### src/rtl/wb_cmd_master.sv
// Wishbone classic master engine: runs queued WRITE/READ/WAIT_IRQ commands in order, one response per command,
// with a per-command wait timeout that turns a missing ack or missing irq edge into an error response.
module wb_cmd_master #(
    parameter int ADDR_WIDTH     = 2,
    parameter int DATA_WIDTH     = 8,
    parameter int CMD_DEPTH      = 4,
    parameter int RSP_DEPTH      = 4,
    parameter int TIMEOUT_CYCLES = 1024
) (
    input  logic                  clk_i,
    input  logic                  rst_i,
    input  logic                  cmd_valid_i,
    output logic                  cmd_ready_o,
    input  logic [1:0]            cmd_op_i,
    input  logic [ADDR_WIDTH-1:0] cmd_adr_i,
    input  logic [DATA_WIDTH-1:0] cmd_dat_i,
    output logic                  rsp_valid_o,
    input  logic                  rsp_ready_i,
    output logic [DATA_WIDTH-1:0] rsp_dat_o,
    output logic                  rsp_err_o,
    output logic                  cyc_o,
    output logic                  stb_o,
    output logic                  we_o,
    output logic [ADDR_WIDTH-1:0] adr_o,
    output logic [DATA_WIDTH-1:0] dat_o,
    input  logic                  ack_i,
    input  logic [DATA_WIDTH-1:0] dat_i,
    input  logic                  irq_i,
    output logic                  busy_o
);

    localparam int CAW = $clog2(CMD_DEPTH);
    localparam int RAW = $clog2(RSP_DEPTH);
    localparam int TW  = (TIMEOUT_CYCLES > 1) ? $clog2(TIMEOUT_CYCLES) : 1;
    localparam logic [TW-1:0] TMO_LAST = TW'((TIMEOUT_CYCLES > 0) ? TIMEOUT_CYCLES - 1 : 0);
    localparam logic          TMO_EN   = (TIMEOUT_CYCLES > 0);

    typedef enum logic [1:0] {ST_IDLE, ST_BUS, ST_WIRQ, ST_GAP} state_t;

    state_t                r_state;
    logic                  r_cyc;
    logic                  r_stb;
    logic                  r_we;
    logic [ADDR_WIDTH-1:0] r_adr;
    logic [DATA_WIDTH-1:0] r_dat;
    logic [TW-1:0]         r_tmo;
    logic                  r_irq_q;

    logic [1:0]            r_cmd_op  [CMD_DEPTH];
    logic [ADDR_WIDTH-1:0] r_cmd_adr [CMD_DEPTH];
    logic [DATA_WIDTH-1:0] r_cmd_dat [CMD_DEPTH];
    logic [CAW:0]          r_cmd_wp;
    logic [CAW:0]          r_cmd_rp;

    logic [DATA_WIDTH-1:0] r_rsp_dat [RSP_DEPTH];
    logic                  r_rsp_err [RSP_DEPTH];
    logic [RAW:0]          r_rsp_wp;
    logic [RAW:0]          r_rsp_rp;

    logic                  w_cmd_empty;
    logic                  w_cmd_full;
    logic                  w_cmd_push;
    logic                  w_rsp_empty;
    logic                  w_rsp_full;
    logic                  w_rsp_pop;
    logic                  w_launch;
    logic [1:0]            w_head_op;
    logic [ADDR_WIDTH-1:0] w_head_adr;
    logic [DATA_WIDTH-1:0] w_head_dat;
    logic                  w_waiting;
    logic                  w_done_bus;
    logic                  w_done_irq;
    logic                  w_tmo_hit;
    logic                  w_rsp_push;
    logic                  w_rsp_err;
    logic [DATA_WIDTH-1:0] w_rsp_dat;

    // Pointers carry one extra wrap bit so full and empty are distinguishable.
    assign w_cmd_empty = (r_cmd_wp == r_cmd_rp);
    assign w_cmd_full  = (r_cmd_wp[CAW] != r_cmd_rp[CAW]) && (r_cmd_wp[CAW-1:0] == r_cmd_rp[CAW-1:0]);
    assign w_cmd_push  = cmd_valid_i && !w_cmd_full;
    assign w_rsp_empty = (r_rsp_wp == r_rsp_rp);
    assign w_rsp_full  = (r_rsp_wp[RAW] != r_rsp_rp[RAW]) && (r_rsp_wp[RAW-1:0] == r_rsp_rp[RAW-1:0]);
    assign w_rsp_pop   = !w_rsp_empty && rsp_ready_i;

    assign w_head_op  = r_cmd_op[r_cmd_rp[CAW-1:0]];
    assign w_head_adr = r_cmd_adr[r_cmd_rp[CAW-1:0]];
    assign w_head_dat = r_cmd_dat[r_cmd_rp[CAW-1:0]];

    // A free response slot is reserved at launch, so the eventual push can never overflow.
    assign w_launch   = (r_state == ST_IDLE) && !w_cmd_empty && !w_rsp_full;
    assign w_waiting  = (r_state == ST_BUS) || (r_state == ST_WIRQ);
    assign w_done_bus = (r_state == ST_BUS) && ack_i;
    assign w_done_irq = (r_state == ST_WIRQ) && irq_i && !r_irq_q;
    assign w_tmo_hit  = TMO_EN && w_waiting && (r_tmo == TMO_LAST);
    assign w_rsp_push = w_done_bus || w_done_irq || w_tmo_hit;
    assign w_rsp_err  = !(w_done_bus || w_done_irq);
    assign w_rsp_dat  = (w_done_bus && !r_we) ? dat_i : '0;

    always_ff @(posedge clk_i or posedge rst_i) begin
        if (rst_i) begin
            r_cmd_wp <= '0;
            r_cmd_rp <= '0;
            r_rsp_wp <= '0;
            r_rsp_rp <= '0;
        end else begin
            if (w_cmd_push) r_cmd_wp <= r_cmd_wp + 1'b1;
            if (w_launch)   r_cmd_rp <= r_cmd_rp + 1'b1;
            if (w_rsp_push) r_rsp_wp <= r_rsp_wp + 1'b1;
            if (w_rsp_pop)  r_rsp_rp <= r_rsp_rp + 1'b1;
        end
    end

    always_ff @(posedge clk_i) begin
        if (w_cmd_push) begin
            r_cmd_op[r_cmd_wp[CAW-1:0]]  <= cmd_op_i;
            r_cmd_adr[r_cmd_wp[CAW-1:0]] <= cmd_adr_i;
            r_cmd_dat[r_cmd_wp[CAW-1:0]] <= cmd_dat_i;
        end
        if (w_rsp_push) begin
            r_rsp_dat[r_rsp_wp[RAW-1:0]] <= w_rsp_dat;
            r_rsp_err[r_rsp_wp[RAW-1:0]] <= w_rsp_err;
        end
    end

    // Sequencer: IDLE -> BUS/WIRQ -> GAP -> IDLE; GAP guarantees two low cycles of cyc_o between commands.
    always_ff @(posedge clk_i or posedge rst_i) begin
        if (rst_i) begin
            r_state <= ST_IDLE;
            r_cyc   <= 1'b0;
            r_stb   <= 1'b0;
            r_we    <= 1'b0;
            r_adr   <= '0;
            r_dat   <= '0;
            r_tmo   <= '0;
            r_irq_q <= 1'b0;
        end else begin
            r_irq_q <= irq_i;
            case (r_state)
                ST_IDLE: begin
                    if (w_launch) begin
                        r_tmo <= '0;
                        if (w_head_op[1]) begin
                            r_state <= ST_WIRQ;
                        end else begin
                            r_state <= ST_BUS;
                            r_cyc   <= 1'b1;
                            r_stb   <= 1'b1;
                            r_we    <= !w_head_op[0];
                            r_adr   <= w_head_adr;
                            r_dat   <= w_head_op[0] ? '0 : w_head_dat;
                        end
                    end
                end
                ST_BUS, ST_WIRQ: begin
                    if (w_rsp_push) begin
                        r_state <= ST_GAP;
                        r_cyc   <= 1'b0;
                        r_stb   <= 1'b0;
                        r_we    <= 1'b0;
                        r_adr   <= '0;
                        r_dat   <= '0;
                    end else begin
                        r_tmo <= r_tmo + 1'b1;
                    end
                end
                ST_GAP:  r_state <= ST_IDLE;
                default: r_state <= ST_IDLE;
            endcase
        end
    end

    assign cmd_ready_o = !w_cmd_full;
    assign rsp_valid_o = !w_rsp_empty;
    assign rsp_dat_o   = w_rsp_empty ? '0 : r_rsp_dat[r_rsp_rp[RAW-1:0]];
    assign rsp_err_o   = w_rsp_empty ? 1'b0 : r_rsp_err[r_rsp_rp[RAW-1:0]];
    assign cyc_o       = r_cyc;
    assign stb_o       = r_stb;
    assign we_o        = r_we;
    assign adr_o       = r_adr;
    assign dat_o       = r_dat;
    assign busy_o      = (r_state != ST_IDLE) || !w_cmd_empty;

endmodule

### config.mk
export PLATFORM = sky130hd
export DESIGN_NAME = wb_cmd_master
export DESIGN_NICKNAME = d
export VERILOG_FILES = /design/src/rtl/wb_cmd_master.sv
export SDC_FILE = /design/constraint.sdc
export NUM_CORES = 1
export LEC_CHECK = 0
export ABC_CLOCK_PERIOD_IN_PS = 3200
export CORE_MARGIN = 2
export CORE_UTILIZATION = 40
export CTS_CLUSTER_DIAMETER = 100
export DETAILED_ROUTE_END_ITERATION = 7
export PLACE_DENSITY = 0.59
export SLEW_MARGIN = 10
export SYNTH_ARGS = -nofsm -noshare
export SYNTH_HDL_FRONTEND = slang
export SYNTH_SLANG_ARGS = --single-unit
### constraint.sdc
create_clock -name clk_i -period 3.2 [get_ports clk_i]
set_input_delay 0.64 -clock clk_i [delete_from_list [all_inputs] [get_ports clk_i]]
set_output_delay 0.64 -clock clk_i [all_outputs]
set_load 0.05 [all_outputs]
==> results of run 1 <==
## worst max-delay path, cell delays in order (launching register included)
cell and delay, ns:
dfrtp_1 0.68, xnor2_1 0.18, nand3b_1 0.19, clkdlybuf4s50_1 0.83
## logic make-up after synthesis
logic type                 after synthesis  share of synthesized area
AOI/OAI and AO/OA                       47                     0.0672
buffers and inverters                   32                     0.0258
xor gates and xnor gates                14                     0.0230
muxes                                   27                      0.101
and+or+nand+nor                         95                      0.100
DFF                                    121                      0.648
adders and majority gates               15                     0.0353
## how the worst max path moves through the flow
| stage | start | endpoint | cells after the start |
|---|---|---|---|
| after global placement | irq_i | r_rsp_dat[3][7] | 5 |
| after CTS | r_rsp_rp[1] | rsp_valid_o | 3 |
| after floorplan | r_rsp_rp[2] | rsp_dat_o[0] | 4 |
| final | r_rsp_rp[1] | rsp_valid_o | 3 |
| after detailed placement | irq_i | r_rsp_dat[3][7] | 5 |
| after global routing | r_rsp_rp[1] | rsp_valid_o | 3 |
## final cells by class
| class | instances | area share |
|---|---|---|
| clock buffers | 17 | 0.0643 |
| clock inverters | 15 | 0.0250 |
| inverters | 21 | 0.0119 |
| multi-input cells | 198 | 0.263 |
| flip-flops and latches | 121 | 0.522 |
| well taps | 176 | 0.0333 |
| repair buffers | 58 | 0.0810 |
## power by group
part | internal [mW] | switching [mW]
sequential | 2.12 | 0.247
clock | 1.16 | 0.723
combinational | 1.24 | 1.99
## flip-flops by register name (all words and copies together) (netlist names)
signal     cells
r_cmd_dat     32
r_rsp_dat     32
r_tmo         10
dat_o          8
r_cmd_adr      8
r_cmd_op       8
r_rsp_err      4
r_cmd_rp       3
r_cmd_wp       3
r_rsp_rp       3
r_rsp_wp       3
adr_o          2
r_state        2
r_irq_q        1
stb_o          1
we_o           1
## cell usage in the layout, fill, tap and decap left out, drive strengths merged, types with 3 or more instances in the layout
cell / instances
nand4: 4
nand3: 6
a21oi: 3
clkdlybuf4s50: 40
ha: 15
clkinv: 6
mux4: 21
nor2b: 4
clkbuf: 17
mux2i: 3
dfrtp: 37
buf: 18
and4: 3
mux2: 3
edfxtp: 84
and3: 3
o21ai: 16
inv: 26
xnor2: 8
nor3: 4
a31oi: 3
nor2: 12
o22ai: 3
xor2: 6
nand2: 29
and2: 22
a32oi: 4
## routing by layer
metal  routed length (microns)  GRT usage  up-vias
met5                         0          0        -
met4                       172     0.0640        0
met3                       414     0.0402       12
met2                      5250      0.266       76
met1                      4380      0.187     1541
li1                          -          -     1454
==> flow_metrics.py, run 1 <==
metrics = {
    "setup_path": {
        "reg2reg_setup_slack_ns": 0.65,
        "start_kind": "flip-flop",
        "endpoint_kind": "output pin",
        "rr_endpoint": "r_rsp_err[3]",
        "cp_max_fo": 12,
        "worst_r2r_startpoint": "r_tmo[0]",
        "worst_ep_arrival_time_ns": 2.29,
        "reg2reg_depth": 5,
        "critPathKind": "reg2out",
        "crit_required_ns": 2.56,
    },
    "drt": {
        "vias": 3083,
        "via_per_inst": 5.09,
        "wl_per_cell_microns": 16.9,
        "drc_errors": 0,
        "first_iter_violations": 165,
        "drt-total-wl_mm": 10.2,
        "drt.antenna.violating_nets": 0,
        "dr.pass1.iters": 4,
    },
    "placed_design": {
        "pre_cts_ws_ns": 0.352,
        "placedCellCount": 574,
        "dpl_cell_area_sq_mm": 0.00602,
        "port_buffers": 50,
        "place_congestion": 0.768,
        "dp_hpwl_mm": 6.81,
    },
    "synth": {
        "synthFlopType": "edfxtp_1",
        "synth-edff-count": 84,
        "synth_common_cells": "84 x edfxtp_1, 37 x dfrtp_1, 29 x nand2_1",
        "synth_area_leaders": "edfxtp_1 47%, dfrtp_1 17%, mux4_2 8.9%",
        "synth_top_area_frac": 0.474,
        "syn-num-nets": 392,
        "async_reset_ff_frac": 0.306,
        "synthCells": 351,
        "yosysWarningCount": 0,
        "syn_area_sq_mm": 0.00532,
        "yosysMostFrequentCell": "edfxtp_1",
        "synthDistinctLibCells": 54,
        "synth_seq_cells": 121,
        "yosys.area.top_type": "edfxtp_1",
        "syn_area_per_cell_sq_um": 15.2,
        "ys_seq_area_frac": 0.648,
    },
    "floorplan": {
        "die_h_microns": 119,
        "fp.dieW_microns": 119,
        "initial_core_util": 0.405,
        "pin_count": 51,
        "fp-row-count": 42,
        "die-area_sq_mm": 0.0142,
        "coreArea_sq_mm": 0.0131,
    },
    "clock_network": {
        "post_cts_buffers": 0,
        "root_buffer": "clkbuf_16",
        "worstSkewPairLatency_ns": 0.41,
        "hold_buffers": 0,
        "cts_resized": 0,
        "htree_num_levels": 4,
        "clkTransAtPathRegs_ns": 0.06,
        "cts_num_sinks": 121,
        "cts_tree": "done",
        "cts_buffers": 17,
        "clockBufferDepth": 2,
    },
    "timing": {
        "fmax_mhz": 342,
        "fin_skew_ns": 0.0163,
        "slew_violations": 0,
        "setup_violations": 0,
        "tightest_slew_ns": 0.966,
        "min_period_ns": 2.93,
        "relSlewSlack": 0.355,
        "hold_viol": 0,
        "fin_setup_tns_ns": 0,
        "setup_slack_ns": 0.275,
        "rsz0062_at_grt": "false",
        "fin_crit_sh": 0.914,
        "hold_slack_ns": 0.484,
    },
    "worst_hold_path": {
        "worst_hold_path.num_cells": 1,
        "hp-start": "r_rsp_rp[2]",
        "hp-class": "reg2reg",
        "min_to": "r_rsp_rp[2]",
    },
    "grt": {
        "overflow": 0,
        "grt_pass1_wl_mm": 16.6,
        "grt_usage": 0.155,
        "grt_max_degree": 38,
        "antenna_found_initial": 0,
        "grt_pass1_vias": 3208,
    },
    "finish": {
        "stdcell_area_sq_mm": 0.00661,
        "multi_input_area_sq_mm": 0.00174,
        "utilization": 0.503,
        "drive_gt1_frac": 0.191,
        "n_antenna_cell": 0,
        "post_layout_nonfiller_instances": 606,
        "regArea_sq_mm": 0.00345,
        "fillers": 1153,
        "final_nets": 458,
        "area_growth_pct": 24.2,
    },
    "pwr": {
        "ir_worst_vdd_v": 0.000417,
        "pwr_density_cell_mw_per_mm2": 1130,
        "leakagePower_nw": 2.43,
        "total_power_mw": 7.48,
    },
    "flow_run": {
        "drv_cap": 0,
    },
    "outcome": {
        "status": "finished clean",
    },
}
(Power assumes the default switching activity.)
==> run 2, diff against run 1 <==
--- a/config.mk
+++ b/config.mk
@@ -10,6 +10,7 @@
 export CORE_UTILIZATION = 40
 export CTS_CLUSTER_DIAMETER = 100
 export DETAILED_ROUTE_END_ITERATION = 7
+export GPL_TIMING_DRIVEN = 0
 export PLACE_DENSITY = 0.59
 export SLEW_MARGIN = 10
 export SYNTH_ARGS = -nofsm -noshare
==> run 2 against run 1 <==
Against the previous run:
- critical path depth increased by 1
- maximum frequency decreased by 5.5%
- cell count increased by 0.66%
- worst setup slack got worse by 0.17 ns
- register-to-register slack got worse by 0.18 ns
- sequential share of layout area decreased by 0.42 points
- via count decreased by 1.3%
- total power increased by 0.37%
- global-route usage increased by 0.50 points
==> flow_metrics.py, run 2 (synthesis results as in run 1) <==
metrics = {
    "clock_network": {
        "htree_num_levels": 4,
        "cts_tree": "done",
        "worstSkewPairLatency_ns": 0.42,
        "hold_buffers": 0,
        "cts_num_sinks": 121,
        "clkTransAtPathRegs_ns": 0.05,
        "clockBufferDepth": 2,
        "root_buffer": "clkbuf_16",
        "cts_buffers": 17,
    },
    "timing": {
        "hold_viol": 0,
        "fin_skew_ns": 0.00695,
        "rsz0062_at_grt": "false",
        "min_period_ns": 3.09,
        "tightest_slew_ns": 1.06,
        "fmax_mhz": 323,
        "setup_slack_ns": 0.105,
        "setup_violations": 0,
        "relSlewSlack": 0.295,
        "slew_violations": 0,
        "fin_crit_sh": 0.967,
        "fin_setup_tns_ns": 0,
        "hold_slack_ns": 0.474,
    },
    "placed_design": {
        "dp_hpwl_mm": 6.76,
        "place_congestion": 0.765,
        "pre_cts_ws_ns": 0.164,
        "dpl_cell_area_sq_mm": 0.00606,
        "port_buffers": 50,
        "placedCellCount": 578,
    },
    "setup_path": {
        "critPathKind": "reg2out",
        "cp_max_fo": 10,
        "crit_required_ns": 2.56,
        "start_kind": "flip-flop",
        "endpoint_kind": "output pin",
        "worst_ep_arrival_time_ns": 2.45,
    },
    "drt": {
        "drt.antenna.violating_nets": 0,
        "first_iter_violations": 123,
        "drc_errors": 0,
        "via_per_inst": 4.99,
        "drt-total-wl_mm": 10.3,
        "wl_per_cell_microns": 16.9,
        "vias": 3044,
        "dr.pass1.iters": 4,
    },
    "pwr": {
        "switching_power_mw": 2.90,
        "ir_worst_vdd_v": 0.000614,
        "power_frac_seq": 0.314,
        "comb_power_share": 0.438,
        "leakagePower_nw": 2.45,
        "p_int_mw": 4.61,
        "pwr_density_cell_mw_per_mm2": 1130,
        "p_sw_frac": 0.386,
        "total_power_mw": 7.51,
        "p_clk_frac": 0.248,
    },
    "grt": {
        "overflow": 0,
        "antenna_found_initial": 0,
        "grt_pass1_wl_mm": 17.0,
        "grt_max_degree": 31,
        "grt_usage": 0.160,
        "grt_pass1_vias": 3213,
    },
    "finish": {
        "final_nets": 462,
        "stdcell_area_sq_mm": 0.00667,
        "final_cell_mix": "84 x edfxtp_1, 47 x clkdlybuf4s50_1, 37 x dfrtp_1",
        "n_antenna_cell": 0,
        "post_layout_nonfiller_instances": 610,
        "final_common_cell": "edfxtp_1",
        "drive_gt1_frac": 0.161,
        "utilization": 0.507,
        "area_growth_pct": 25.2,
        "fillers": 1154,
    },
    "worst_hold_path": {
        "hp-class": "in2async",
    },
    "floorplan": {
        "die_h_microns": 119,
        "pin_count": 51,
        "coreArea_sq_mm": 0.0131,
        "die-area_sq_mm": 0.0142,
        "initial_core_util": 0.405,
        "fp.dieW_microns": 119,
        "fp-row-count": 42,
    },
    "outcome": {
        "status": "finished clean",
    },
    "flow_run": {
        "drv_cap": 0,
    },
}
==> run 2: cell count changes in the layout (fill, tap and decap cells not counted), moves of 2 or more <==
cell | before | now
inv_6 | 5 | 0
clkinv_2 | 1 | 3
clkdlybuf4s50_1 | 40 | 47
clkinv_4 | 3 | 0
buf_4 | 18 | 3
clkbuf_1 | 0 | 7
clkbuf_8 | 0 | 4
clkbuf_2 | 0 | 2
dlymetal6s2s_1 | 0 | 2
==> run 2: what timing repair did <==
action                     4_1_cts  5_1_grt
hold endpoints to repair         0        0
setup endpoints to repair        9        3
resized for setup                4        3
buffers inserted                 0        0
==> run 2: worst paths after layout <==
kind	from	end	slack, ns	depth (start not counted)
min in group clk_i	r_cmd_wp[2]	r_cmd_wp[2]	0.48	1
max reg2reg	r_state[1]	r_rsp_dat[3][0]	0.47	6
min reg2reg	r_cmd_wp[2]	r_cmd_wp[2]	0.48	1
max	r_rsp_rp[0]	rsp_dat_o[4]	0.11	4
max in group asynchronous	rst_i	r_tmo[9]	2.28	3
min	rst_i	dat_o[3]	0.47	2
==> run 2: area by class of cell <==
type                       instances  area, sq um  area share
sequential                       121         3450       0.517
multi-input combinational        198         1740       0.262
timing repair buffer              51          524      0.0787
clock buffer                      25          495      0.0743
tap                              176          220      0.0330
clock inverter                     7         90.1      0.0135
inverter                          21         78.8      0.0118
buffer                            11         63.8     0.00957
==> run 2: power groups by stage <==
stage	Combinational, mW	Clock, mW	Sequential [mW]
floorplan	2.25	0	2.50
global placement	3.27	0	2.37
detailed placement	3.31	0	2.39
CTS	3.33	1.90	2.36
global route	3.59	1.97	2.41
finish	3.29	1.86	2.36
==> run 2: critical path, stage by stage, from the launching register on <==
cell and delay, ns:
dfrtp_1 0.38, buf_4 0.26, mux4_2 0.54, and2_1 0.17, clkdlybuf4s50_1 0.69
==> run 2: routing by layer <==
layer  vias up  wire length (microns)  track usage
li1       1464                      -            -
met1      1496                   4710        0.210
met2        65                   5000        0.251
met3        19                    388       0.0445
met4         0                    188       0.0699
met5         -                      0            0
==> run 3, diff against run 2 <==
--- a/config.mk
+++ b/config.mk
@@ -5,6 +5,7 @@
 export SDC_FILE = /design/constraint.sdc
 export NUM_CORES = 1
 export LEC_CHECK = 0
+export ABC_AREA = 1
 export ABC_CLOCK_PERIOD_IN_PS = 3200
 export CORE_MARGIN = 2
 export CORE_UTILIZATION = 40
==> run 3 against run 2 <==
Against the previous run:
- routed wire length is 14% higher
- sequential share of layout area is 2.0 points lower
- first-iteration DRC count is 140% higher
- highest routed layer unchanged
- critical endpoint is now rsp_valid_o
- critical path depth is 2 higher
==> flow_metrics.py, run 3 <==
metrics = {
    "flow_run": {
        "drv_cap": 0,
    },
    "pwr": {
        "p_clk_frac": 0.254,
        "power_frac_seq": 0.292,
        "comb_power_share": 0.454,
        "pwr_density_cell_mw_per_mm2": 1110,
        "p_sw_frac": 0.437,
        "p_int_mw": 4.32,
        "switching_power_mw": 3.36,
        "leakagePower_nw": 3.00,
        "ir_worst_vdd_v": 0.000477,
    },
    "clock_network": {
        "cts_tree": "done",
        "htree_num_levels": 4,
        "cts_num_sinks": 121,
        "root_buffer": "clkbuf_16",
        "worstSkewPairLatency_ns": 0.42,
        "clockBufferDepth": 2,
        "post_cts_buffers": 0,
        "clkTransAtPathRegs_ns": 0.06,
        "cts_buffers": 17,
    },
    "synth": {
        "synth_common_cells": "152 x nand2_1, 84 x edfxtp_1, 51 x nor2_1",
        "async_reset_ff_frac": 0.306,
        "yosysWarningCount": 0,
        "synthCells": 544,
        "syn_area_per_cell_sq_um": 10.2,
        "syn_area_sq_mm": 0.00556,
        "yosys.area.top_type": "edfxtp_1",
        "synth-edff-count": 84,
        "yosysMostFrequentCell": "nand2_1",
        "synth_area_leaders": "edfxtp_1 45%, dfrtp_1 17%, nand2_1 10%",
        "ys_seq_area_frac": 0.620,
        "synth_top_area_frac": 0.454,
        "syn-num-nets": 585,
        "synthDistinctLibCells": 30,
        "synth_seq_cells": 121,
        "synthFlopType": "edfxtp_1",
    },
    "grt": {
        "grt_max_degree": 34,
        "grt_util_met1": 0.208,
        "antenna_found_initial": 0,
        "grt_busiest_layer": "met2",
        "gr-usage-met2": 0.288,
        "grtUsageMet3": 0.0520,
        "overflow": 0,
        "grt_usage": 0.171,
        "grt_pass1_wl_mm": 19.1,
        "grt_pass1_vias": 3853,
    },
    "placed_design": {
        "port_buffers": 50,
        "dp_hpwl_mm": 7.75,
        "pre_cts_ws_ns": 0.150,
        "dpl_cell_area_sq_mm": 0.00633,
        "place_congestion": 0.826,
    },
    "timing": {
        "hold_viol": 0,
        "fmax_mhz": 330,
        "fin_setup_tns_ns": 0,
        "relSlewSlack": 0.203,
        "min_period_ns": 3.03,
        "slew_violations": 0,
        "fin_crit_sh": 0.948,
        "rsz0062_at_grt": "false",
        "setup_slack_ns": 0.165,
        "hold_slack_ns": 0.427,
        "setup_violations": 0,
        "tightest_slew_ns": 1.19,
        "fin_skew_ns": 0.00728,
    },
    "setup_path": {
        "slowest_delay_ns": 0.85,
        "cp_max_fo": 10,
        "crit_chain": "buf_2 -> nand2_1 -> nand2_1 -> nand4_1 -> clkbuf_2 -> clkdlybuf4s50_1",
        "cp_top_family": "buffers and inverters",
        "crit_required_ns": 2.56,
        "critPathKind": "reg2out",
        "endpoint_kind": "output pin",
        "reg2reg_setup_slack_ns": 0.92,
        "cp_slowest_cell": "clkdlybuf4s50_1",
        "start_kind": "flip-flop",
        "worst_ep_arrival_time_ns": 2.39,
        "crit_buf_inv": 3,
        "cp_common_cell": "nand2_1",
    },
    "finish": {
        "stdcell_area_sq_mm": 0.00693,
        "n_antenna_cell": 0,
        "final_nets": 658,
        "final_cell_mix": "152 x nand2_1, 84 x edfxtp_1, 51 x nor2_1",
        "drive_gt1_frac": 0.124,
        "final_common_cell": "nand2_1",
        "area_growth_pct": 24.5,
    },
    "drt": {
        "via_per_inst": 4.80,
        "first_iter_violations": 300,
        "drc_errors": 0,
        "vias": 3884,
        "drt-total-wl_mm": 11.7,
        "drt.antenna.violating_nets": 0,
        "dr.pass1.iters": 4,
        "wl_per_cell_microns": 14.4,
    },
    "floorplan": {
        "initial_core_util": 0.405,
        "die-area_sq_mm": 0.0149,
        "fp.dieW_microns": 122,
        "die_h_microns": 122,
        "pin_count": 51,
        "fp-row-count": 43,
        "coreArea_sq_mm": 0.0137,
    },
    "outcome": {
        "status": "finished clean",
    },
    "worst_hold_path": {
        "hp-class": "in2async",
    },
}
run 3: cell count changes in the layout (fill, tap and decap cells not counted), moves of 7 or more:
cell,delta
a21oi_1,+9
and2_1,-22
buf_2,+7
dlygate4sd2_1,+8
inv_1,+25
inv_6,+7
mux4_2,-21
nand2_1,+123
nand3_1,+29
nand4_1,+14
nor2_1,+39
o21ai_0,+8
xnor2_1,-8
run 3: logic make-up (layout without fill, tap and decap cells):
kind of cell,count (synthesis),after routing,synth area share
and+or+nand+nor,278,278,0.223
DFF,121,121,0.620
buffers and inverters,72,158,0.0596
AOI/OAI and AO/OA,49,49,0.0493
adders and majority gates,15,15,0.0337
xor gates and xnor gates,9,9,0.0142
run 3: final timing paths:
path	endpoint	start	cells after the start
min in group clk_i	dat_o[1]	dat_o[1]	2
max in group asynchronous	r_cmd_rp[2]	rst_i	3
hold reg to reg	dat_o[1]	dat_o[1]	2
setup reg to reg	r_cmd_dat[0][6]	r_cmd_rp[0]	6
setup / recovery	rsp_valid_o	r_rsp_rp[0]	6
hold / removal	r_rsp_rp[1]	rst_i	2
run 3: repair_timing:
action                                  CTS  global route
resized for setup                        12             0
endpoints found under the setup margin   10             0
hold buffers                              0             0
run 3: layout make-up:
type / count / area (sq um)
clock inverter: 15 / 179
buffer: 23 / 149
inverter: 49 / 186
multi-input combinational: 351 / 1780
sequential: 121 / 3450
tap: 180 / 225
clock buffer: 17 / 425
timing repair buffer: 54 / 532
fill: 1246 / 6790
run 3: stage by stage:
| stage | util | cells | power, mW |
|---|---|---|---|
| after floorplan | - | 544 | 4.81 |
| after global placement | 0.458 | 774 | 5.80 |
| after detailed placement | 0.461 | 778 | 5.86 |
| after CTS | 0.505 | 810 | 7.76 |
| after global routing | 0.505 | 810 | 8.21 |
| final | 0.505 | 810 | 7.68 |
run 3: metal layers:
layer | wire, microns | part of all wire
met5 | 0 | 0
met4 | 200 | 0.017
met3 | 618 | 0.053
met1 | 4980 | 0.43
met2 | 5890 | 0.50
run 3: power by group through the flow:
| stage | clock, mW | combinational [mW] | sequential, mW |
|---|---|---|---|
| final | 1.95 | 3.49 | 2.24 |
| after global routing | 2.06 | 3.87 | 2.28 |
| after CTS | 1.98 | 3.52 | 2.25 |
| after detailed placement | 0 | 3.59 | 2.27 |
| after global placement | 0 | 3.53 | 2.27 |
| after floorplan | 0 | 2.43 | 2.38 |
